`src/rtl/rp_trig_pkg.sv`:
```
// Shared definitions for the acquisition trigger controller: state codes,
// trigger source codes and the widths of the state and source buses.
package rp_trig_pkg;

    localparam int unsigned STATE_W = 3;
    localparam int unsigned SRC_W   = 4;

    typedef enum logic [STATE_W-1:0] {
        ST_IDLE = 3'd0,
        ST_PRE  = 3'd1,
        ST_WAIT = 3'd2,
        ST_POST = 3'd3,
        ST_DONE = 3'd4
    } state_e;

    typedef enum logic [SRC_W-1:0] {
        TRIG_NONE    = 4'd0,
        TRIG_MANUAL  = 4'd1,
        TRIG_ADC_A_P = 4'd2,
        TRIG_ADC_A_N = 4'd3,
        TRIG_ADC_B_P = 4'd4,
        TRIG_ADC_B_N = 4'd5,
        TRIG_EXT_P   = 4'd6,
        TRIG_EXT_N   = 4'd7,
        TRIG_ASG_P   = 4'd8,
        TRIG_ASG_N   = 4'd9
    } trig_src_e;

endpackage

```
`src/rtl/rp_trig_src_mux.sv`:
```
// Combinational trigger source select: reduces all event pulses to the single
// event chosen by trig_src_i. Unused codes never fire.
module rp_trig_src_mux
    import rp_trig_pkg::*;
(
    input  logic [SRC_W-1:0] trig_src_i,
    input  logic             manual_trig_i,
    input  logic [1:0]       adc_trig_p_i,
    input  logic [1:0]       adc_trig_n_i,
    input  logic             ext_trig_p_i,
    input  logic             ext_trig_n_i,
    input  logic             asg_trig_p_i,
    input  logic             asg_trig_n_i,
    output logic             trig_evt_c
);

    always_comb begin
        trig_evt_c = 1'b0;
        case (trig_src_e'(trig_src_i))
            TRIG_MANUAL:  trig_evt_c = manual_trig_i;
            TRIG_ADC_A_P: trig_evt_c = adc_trig_p_i[0];
            TRIG_ADC_A_N: trig_evt_c = adc_trig_n_i[0];
            TRIG_ADC_B_P: trig_evt_c = adc_trig_p_i[1];
            TRIG_ADC_B_N: trig_evt_c = adc_trig_n_i[1];
            TRIG_EXT_P:   trig_evt_c = ext_trig_p_i;
            TRIG_EXT_N:   trig_evt_c = ext_trig_n_i;
            TRIG_ASG_P:   trig_evt_c = asg_trig_p_i;
            TRIG_ASG_N:   trig_evt_c = asg_trig_n_i;
            default:      trig_evt_c = 1'b0;
        endcase
    end

endmodule

```
`src/rtl/rp_trig_arm.sv`:
```
// Acquisition trigger controller: arm -> pre-trigger fill -> wait for trigger
// -> post-trigger capture -> done, driving the capture buffer write port.
module rp_trig_arm
    import rp_trig_pkg::*;
#(
    parameter int unsigned AW = 14,
    parameter int unsigned CW = 32
) (
    input  logic               adc_clk_i,
    input  logic               adc_rst_i,
    input  logic               sample_en_i,
    input  logic               arm_i,
    input  logic               abort_i,
    input  logic [SRC_W-1:0]   trig_src_i,
    input  logic               manual_trig_i,
    input  logic [1:0]         adc_trig_p_i,
    input  logic [1:0]         adc_trig_n_i,
    input  logic               ext_trig_p_i,
    input  logic               ext_trig_n_i,
    input  logic               asg_trig_p_i,
    input  logic               asg_trig_n_i,
    input  logic [CW-1:0]      pre_len_i,
    input  logic [CW-1:0]      post_len_i,
    output logic               wr_en_o,
    output logic [AW-1:0]      wr_ptr_o,
    output logic [AW-1:0]      trig_ptr_o,
    output logic               trig_o,
    output logic               done_o,
    output logic [STATE_W-1:0] state_o
);

    state_e          state_q, state_d;
    logic            wr_en_q, wr_en_d;
    logic [AW-1:0]   wr_ptr_q, wr_ptr_d;
    logic [AW-1:0]   trig_ptr_q, trig_ptr_d;
    logic            trig_q, trig_d;
    logic            done_q, done_d;
    logic [CW-1:0]   pre_cnt_q, pre_cnt_d;
    logic [CW-1:0]   post_cnt_q, post_cnt_d;
    logic            trig_evt_c;

    rp_trig_src_mux u_src_mux (
        .trig_src_i    (trig_src_i),
        .manual_trig_i (manual_trig_i),
        .adc_trig_p_i  (adc_trig_p_i),
        .adc_trig_n_i  (adc_trig_n_i),
        .ext_trig_p_i  (ext_trig_p_i),
        .ext_trig_n_i  (ext_trig_n_i),
        .asg_trig_p_i  (asg_trig_p_i),
        .asg_trig_n_i  (asg_trig_n_i),
        .trig_evt_c    (trig_evt_c)
    );

    // Next-state and output logic; abort overrides everything else.
    always_comb begin
        state_d    = state_q;
        wr_en_d    = wr_en_q;
        trig_ptr_d = trig_ptr_q;
        trig_d     = 1'b0;
        pre_cnt_d  = pre_cnt_q;
        post_cnt_d = post_cnt_q;
        wr_ptr_d   = (wr_en_q && sample_en_i) ? wr_ptr_q + AW'(1) : wr_ptr_q;

        if (abort_i) begin
            state_d = ST_IDLE;
            wr_en_d = 1'b0;
        end else begin
            case (state_q)
                ST_IDLE, ST_DONE: begin
                    if (arm_i) begin
                        state_d   = (pre_len_i != '0) ? ST_PRE : ST_WAIT;
                        wr_en_d   = 1'b1;
                        pre_cnt_d = '0;
                    end
                end
                ST_PRE: begin
                    // Counters saturate rather than wrap.
                    if (sample_en_i && !(&pre_cnt_q)) begin
                        pre_cnt_d = pre_cnt_q + CW'(1);
                    end
                    if (pre_cnt_d >= pre_len_i) begin
                        state_d = ST_WAIT;
                    end
                end
                ST_WAIT: begin
                    if (trig_evt_c) begin
                        state_d    = ST_POST;
                        trig_d     = 1'b1;
                        trig_ptr_d = wr_ptr_q;
                        post_cnt_d = '0;
                    end
                end
                ST_POST: begin
                    if (sample_en_i && !(&post_cnt_q)) begin
                        post_cnt_d = post_cnt_q + CW'(1);
                    end
                    if (post_cnt_d >= post_len_i) begin
                        state_d = ST_DONE;
                        wr_en_d = 1'b0;
                    end
                end
                default: begin
                    state_d = ST_IDLE;
                    wr_en_d = 1'b0;
                end
            endcase
        end

        done_d = (state_d == ST_DONE);
    end

    always_ff @(posedge adc_clk_i) begin
        if (adc_rst_i) begin
            state_q    <= ST_IDLE;
            wr_en_q    <= 1'b0;
            wr_ptr_q   <= '0;
            trig_ptr_q <= '0;
            trig_q     <= 1'b0;
            done_q     <= 1'b0;
            pre_cnt_q  <= '0;
            post_cnt_q <= '0;
        end else begin
            state_q    <= state_d;
            wr_en_q    <= wr_en_d;
            wr_ptr_q   <= wr_ptr_d;
            trig_ptr_q <= trig_ptr_d;
            trig_q     <= trig_d;
            done_q     <= done_d;
            pre_cnt_q  <= pre_cnt_d;
            post_cnt_q <= post_cnt_d;
        end
    end

    assign wr_en_o    = wr_en_q;
    assign wr_ptr_o   = wr_ptr_q;
    assign trig_ptr_o = trig_ptr_q;
    assign trig_o     = trig_q;
    assign done_o     = done_q;
    assign state_o    = state_q;

endmodule

```
`config.mk`:
```
export PLATFORM = sky130hd
export DESIGN_NAME = rp_trig_arm
export DESIGN_NICKNAME = d
export VERILOG_FILES = /design/src/rtl/rp_trig_pkg.sv /design/src/rtl/rp_trig_src_mux.sv /design/src/rtl/rp_trig_arm.sv
export SDC_FILE = /design/constraint.sdc
export NUM_CORES = 1
export LEC_CHECK = 0
export BUFFER_PORTS_ARGS = -buffer_cell sky130_fd_sc_hd__buf_2
export CAP_MARGIN = 40
export CORE_ASPECT_RATIO = 0.8
export CORE_MARGIN = 4
export CORE_UTILIZATION = 50
export CTS_CLUSTER_DIAMETER = 50
export CTS_CLUSTER_SIZE = 28
export DETAILED_ROUTE_END_ITERATION = 6
export PLACE_DENSITY = 0.72
export REMOVE_ABC_BUFFERS = 1
export SLEW_MARGIN = 20
export SYNTH_ARGS = -nofsm -noshare
export SYNTH_HDL_FRONTEND = slang
export SYNTH_HIERARCHICAL = 1
export SYNTH_SLANG_ARGS = --single-unit
export TNS_END_PERCENT = 50
```
`constraint.sdc`:
```
create_clock -name adc_clk_i -period 5.2 [get_ports adc_clk_i]
set_input_delay 0.78 -clock adc_clk_i [delete_from_list [all_inputs] [get_ports adc_clk_i]]
set_output_delay 0.78 -clock adc_clk_i [all_outputs]
set_load 0.005 [all_outputs]
```
==> results of run 1 <==
## power by group
group	leakage (nW)	switching [mW]	total (mW)	internal, mW
registers	0.789	0.00290	0.754	0.751
logic	2.74	0.0752	0.130	0.0549
clock network	0.153	0.321	0.702	0.382
total	3.69	0.399	1.59	1.19
## cells by family after synthesis
logic type | Yosys count | synth area share
xor+xnor | 70 | 0.0868
flops | 98 | 0.278
fa+ha+maj | 67 | 0.119
compound gates | 223 | 0.203
buf+inv | 116 | 0.0649
simple gates | 331 | 0.238
mux | 7 | 0.0103
## per-layer routing
metal / wire [microns] / global-route usage
met5: 0 / 0
met4: 198 / 0.0516
met3: 1140 / 0.0459
met2: 7400 / 0.335
met1: 8830 / 0.317
## registers in the layout, summed over array words and instances, names as in the netlist
name,count
wr_en_o,1
post_cnt_q,32
wr_ptr_o,14
pre_cnt_q,32
trig_o,1
trig_ptr_o,14
state_o,3
done_o,1
## how the worst max path moves through the flow
stage / startpoint / endpoint / slack [ns] / cells after the start
floorplan: sample_en_i / wr_en_o$_SDFFE_PP0P_ / 1.45 / 13
global placement: sample_en_i / wr_en_o$_SDFFE_PP0P_ / 0.74 / 15
detailed placement: sample_en_i / wr_en_o$_SDFFE_PP0P_ / 0.63 / 15
CTS: post_cnt_q[0]$_SDFFE_PP0P_ / wr_en_o$_SDFFE_PP0P_ / 0.96 / 15
global route: post_cnt_q[0]$_SDFFE_PP0P_ / wr_en_o$_SDFFE_PP0P_ / 0.55 / 15
finish: post_cnt_q[0]$_SDFFE_PP0P_ / wr_en_o$_SDFFE_PP0P_ / 0.90 / 15
## tightest hold or removal path, cell delays in order, from the launching register on
cell and delay, ns:
dfxtp_1 0.31, nand2_1 0.05, a21oi_1 0.05
## metrics by stage
| step | area, sq um | power [mW] | hold WS (ns) | std cells |
|---|---|---|---|---|
| 5_1_grt | 8090 | 1.65 | 0.480 | 1193 |
| 2_1_floorplan | 6880 | 0.833 | 0.440 | 871 |
| 4_1_cts | 8080 | 1.60 | 0.455 | 1192 |
| 3_3_place_gp | 7750 | 0.897 | 0.440 | 1174 |
| 3_5_place_dp | 7770 | 0.901 | 0.444 | 1176 |
| 6_report | 8090 | 1.59 | 0.453 | 1193 |
## layout by cell type (no fill, tap or decap), drive strengths merged, types with 4 or more instances in the layout
cell type | netlist | layout
nor2 | 46 | 46
nand2b | 7 | 7
dfxtp | 98 | 98
nand4 | 26 | 26
a21oi | 57 | 57
nor3 | 13 | 13
inv | 75 | 79
a211o | 4 | 4
nand2 | 120 | 120
nand3 | 35 | 35
a31oi | 19 | 19
a22o | 13 | 13
clkbuf | 31 | 9
mux2i | 5 | 5
and3 | 18 | 18
xor2 | 30 | 30
buf | 10 | 126
a21o | 10 | 10
ha | 67 | 67
o21ai | 68 | 68
nor4 | 13 | 13
o31ai | 17 | 17
and2 | 9 | 9
or2 | 5 | 5
xnor2 | 40 | 40
nor4b | 4 | 4
a211oi | 8 | 8
or4 | 4 | 4
or3 | 12 | 12
and4 | 14 | 14
## cell type report
| type | instances | area [sq um] | area share |
|---|---|---|---|
| well taps | 180 | 225 | 0.0278 |
| repair buffers | 126 | 669 | 0.0827 |
| inverters | 75 | 282 | 0.0348 |
| flip-flops and latches | 98 | 1960 | 0.242 |
| clock inverters | 7 | 81.3 | 0.0101 |
| clock buffers | 9 | 225 | 0.0278 |
| multi-input cells | 698 | 4650 | 0.574 |
==> impl_metrics.ini, run 1 <==
[status]
status = complete, no violations

[min_path]
hold_start = trig_ptr_o[2]$_SDFFE_PP0P_
hold-path-endpoint = trig_ptr_o[2]$_SDFFE_PP0P_
whs_path_depth = 2
hold_path.class = reg2reg

[cells_and_area]
area_growth_pct = 14.6
layout.nets = 1157
diodes = 0
drive_gt1_frac = 0.158
final_util = 0.591
num-fill-cells = 1267

[setup_path]
rr_worst_depth = 15
cp-start-kind = flop
cp_num_buf_inv = 0
end_kind = flop
critPathSlowestCell = or4_1
worstPathArrival_ns = 4.55
r2r_slack_ns = 0.90
slowest_delay_ns = 0.55
r2r-end = wr_en_o$_SDFFE_PP0P_
cp_cell_sequence = ha_1, nand2_1, or4_1, or3_1, nor2_2, nand3_1, xnor2_1, ha_1, nand2_1, o21ai_0, a221oi_1, o22ai_1, a31oi_1, o21ai_0, a2111oi_0
critPathRequiredTime_ns = 5.45
crit_type = reg2reg
critPathTopFamily = simple AND/OR/NAND/NOR gates
cp_max_fo = 6
reg2reg_from = post_cnt_q[0]$_SDFFE_PP0P_

[timing]
min_period_ns = 4.30
setup_tns_ns = 0
hold_viol_final = 0
fmax_mhz = 233
setup_viol = 0
slew_viol_final = 0
rsz0062_at_grt = false
min_period_over_period = 0.826
fin_ws_ns = 0.903
worst_pin_slew_ns = 0.849
slew_headroom = 0.432
skew_ns = 0.00671

[detailed_routing]
routedWlPerCell_microns = 14.7
route.detailed.drc = 0
ant_nets = 0
wirelength_mm = 17.6
drtIter0Drc = 452
avgViaCountPerCell = 5.69
vias = 6786
first_pass_iters = 5

[clock_network]
numCtsBuffers = 9
clock_tree.buffer_depth = 2
clock-root-buffer = clkbuf_16
cts_htree_levels = 3
postCtsHoldBufs = 0
clk_pin_slew_ns = 0.07
cts.sinks = 98
cts_resized = 0
insertion_delay_ns = 0.36
postCtsSetupBuffers = 0
cts_tree = done

[logic_synthesis]
synthTopCellsByArea = dfxtp_1 (28%), ha_1 (12%), nand2_1 (6.4%)
synth_top_area_cell = dfxtp_1
synth_most_common_cell = nand2_1
syn-cell-area_sq_um = 7060
ys_warn_count = 6
synth_cell_types = 63
synth_top_area_frac = 0.278
ys_top_cells_by_count = nand2_1 (120), dfxtp_1 (98), inv_1 (75), ha_1 (67), o21ai_0 (66)
async_flop_share = 0
avgSynthCellArea_sq_um = 7.74
synth-edff-count = 0
syn_inst = 912
ys.flop_type = dfxtp_1
yosysSeqAreaShare = 0.278
synth-seq-cells = 98

[power]
powerDensity_nw_per_um2 = 196
vdd_drop_max_uv = 190
power.leakage_nw = 3.69

[global_routing]
first_global_vias = 6230
antenna_found_initial = 0
grt_start_max_net_pins = 47
grt_pass1_wl_mm = 29.3
grt_overflow_total = 0
track_usage = 0.219

[placement]
hpwlAfterDp_mm = 13.6
place_ws_ns = 0.631
numPortBuffers = 115
routabilityCongestion = 0.888

[floorplanning]
die_x_microns = 141
io_pins = 116
die_area_sq_um = 16100
rows = 38
dieHeight_microns = 114
core_area_sq_um = 13700
start_util = 0.516

[run]
maxCapViolCount = 0
No activity file was read; power rests on OpenSTA's default activity.
==> run 2, diff against run 1 <==
==> constraint.sdc (replaced) <==
create_clock -name adc_clk_i -period 4 [get_ports adc_clk_i]
set_input_delay 0.6 -clock adc_clk_i [delete_from_list [all_inputs] [get_ports adc_clk_i]]
set_output_delay 0.6 -clock adc_clk_i [all_outputs]
set_load 0.005 [all_outputs]
==> run 2 against run 1 <==
Compared with the run above:
- flip-flop and latch count unchanged
- critical path type unchanged
- highest routed layer unchanged
- non-clock buffer count grew 39
- setup slack got worse by 0.71 ns
- final cell count increased by 3.3%
- die area unchanged
- sequential share of layout area is 0.96 points lower
- maximum frequency up 13%
- cell area is 4.7% higher
==> impl_metrics.ini, run 2 (synthesis gave the netlist of run 1 again) <==
[status]
status = complete, no violations

[setup_path]
critPathRequiredTime_ns = 4.22
cp_max_fo = 7
worstPathArrival_ns = 4.03
crit_type = reg2reg
end_kind = flop
cp-start-kind = flop

[detailed_routing]
routedWlPerCell_microns = 15.0
route.detailed.drc = 0
wirelength_mm = 18.5
first_pass_iters = 7
vias = 7013
avgViaCountPerCell = 5.69
ant_nets = 0
drtIter0Drc = 497

[power]
power.leakage_nw = 3.90
vdd_drop_max_uv = 278
powerDensity_nw_per_um2 = 241
p_total_mw = 2.04

[timing]
fin_ws_ns = 0.194
worst_pin_slew_ns = 0.762
setup_tns_ns = 0
fmax_mhz = 263
slew_headroom = 0.487
min_period_ns = 3.81
setup_viol = 0
skew_ns = 0.00917
min_period_over_period = 0.952
rsz0062_at_grt = true
slew_viol_final = 0
hold_viol_final = 0

[global_routing]
grt_pass1_wl_mm = 30.3
antenna_found_initial = 0
track_usage = 0.227
first_global_vias = 6327
grt_overflow_total = 0
grt_start_max_net_pins = 47

[floorplanning]
die_area_sq_um = 16100
io_pins = 116
core_area_sq_um = 13700
die_x_microns = 141
dieHeight_microns = 114
start_util = 0.516
rows = 38

[clock_network]
cts_tree = done
numCtsBuffers = 9
clock-root-buffer = clkbuf_16
postCtsHoldBufs = 0
clk_pin_slew_ns = 0.08
insertion_delay_ns = 0.36
clock_tree.buffer_depth = 2
cts_htree_levels = 3
cts.sinks = 98

[cells_and_area]
area_growth_pct = 20.0
diodes = 0
layout.nets = 1196
layout_common_cells = nand2_1 (120), buf_2 (115), dfxtp_1 (89)
reg.largest.list = post_cnt_q: 32 flops, pre_cnt_q: 32 flops
final_util = 0.619
drive_gt1_frac = 0.211
final_common_cell = nand2_1

[placement]
routabilityCongestion = 0.902
hpwlAfterDp_mm = 14.1
numPortBuffers = 115
place_ws_ns = -0.0620

[run]
maxCapViolCount = 0

[min_path]
hold_path.class = reg2reg
run 2: cell count changes in the layout (fill, tap and decap cells not counted), moves of 3 or more:
cell      delta
buf_4       +39
dfxtp_1      -9
dfxtp_2      +9
clkinv_8     +3
run 2: per-layer routing:
layer | track usage | vias up | part of all wire
met4 | 0.0336 | 0 | 0.0066
li1 | - | 3538 | -
met3 | 0.0463 | 10 | 0.070
met2 | 0.349 | 222 | 0.43
met1 | 0.335 | 3243 | 0.49
met5 | 0 | - | 0
run 2: cell type report:
cell class	count	area (sq um)
Sequential cell	98	1970
Fill cell	1259	5220
Inverter	75	282
Timing Repair Buffer	165	962
Clock inverter	7	86.3
Clock buffer	9	225
Multi-Input combinational cell	698	4720
Tap cell	180	225
run 2: stage by stage:
step | cells | area (sq um) | hold slack [ns]
6_report | 1232 | 8470 | 0.452
3_3_place_gp | 1211 | 8030 | 0.441
4_1_cts | 1228 | 8360 | 0.456
2_1_floorplan | 871 | 6880 | 0.440
3_5_place_dp | 1212 | 8040 | 0.445
5_1_grt | 1232 | 8470 | 0.474
run 2: repair_timing:
action                     CTS  global route
resized for setup            2            25
setup endpoints to repair    1             4
pin swaps                    0             7
buffers inserted             0             3
run 2: path summary, 6_finish.rpt:
check | startpoint | endpoint | slack [ns] | cells after the start
max | post_cnt_q[0]$_SDFFE_PP0P_ | state_o[2]$_SDFF_PP0_ | 0.19 | 16
min reg2reg | trig_ptr_o[8]$_SDFFE_PP0P_ | trig_ptr_o[8]$_SDFFE_PP0P_ | 0.45 | 2
max reg2reg | post_cnt_q[0]$_SDFFE_PP0P_ | state_o[2]$_SDFF_PP0_ | 0.19 | 16
min | trig_ptr_o[8]$_SDFFE_PP0P_ | trig_ptr_o[8]$_SDFFE_PP0P_ | 0.45 | 2
run 2: worst max-delay path, stage by stage, from the launching register on:
cell      delay [ns]
dfxtp_1         0.34
ha_2            0.19
nand2_1         0.08
or3_4           0.43
o31a_4          0.40
and3_4          0.22
and2_4          0.17
xor2_1          0.14
ha_1            0.30
nand4_1         0.10
nor2_1          0.06
a211o_1         0.28
a311o_1         0.36
a31oi_1         0.24
buf_4           0.15
or3_1           0.14
a211oi_2        0.08
run 2: power by group:
group          switching [mW]  leakage (nW)  internal [mW]  total [mW]
Sequential            0.00371         0.794          0.976       0.980
Clock                   0.436         0.150          0.447       0.883
Combinational           0.102          2.95         0.0744       0.176
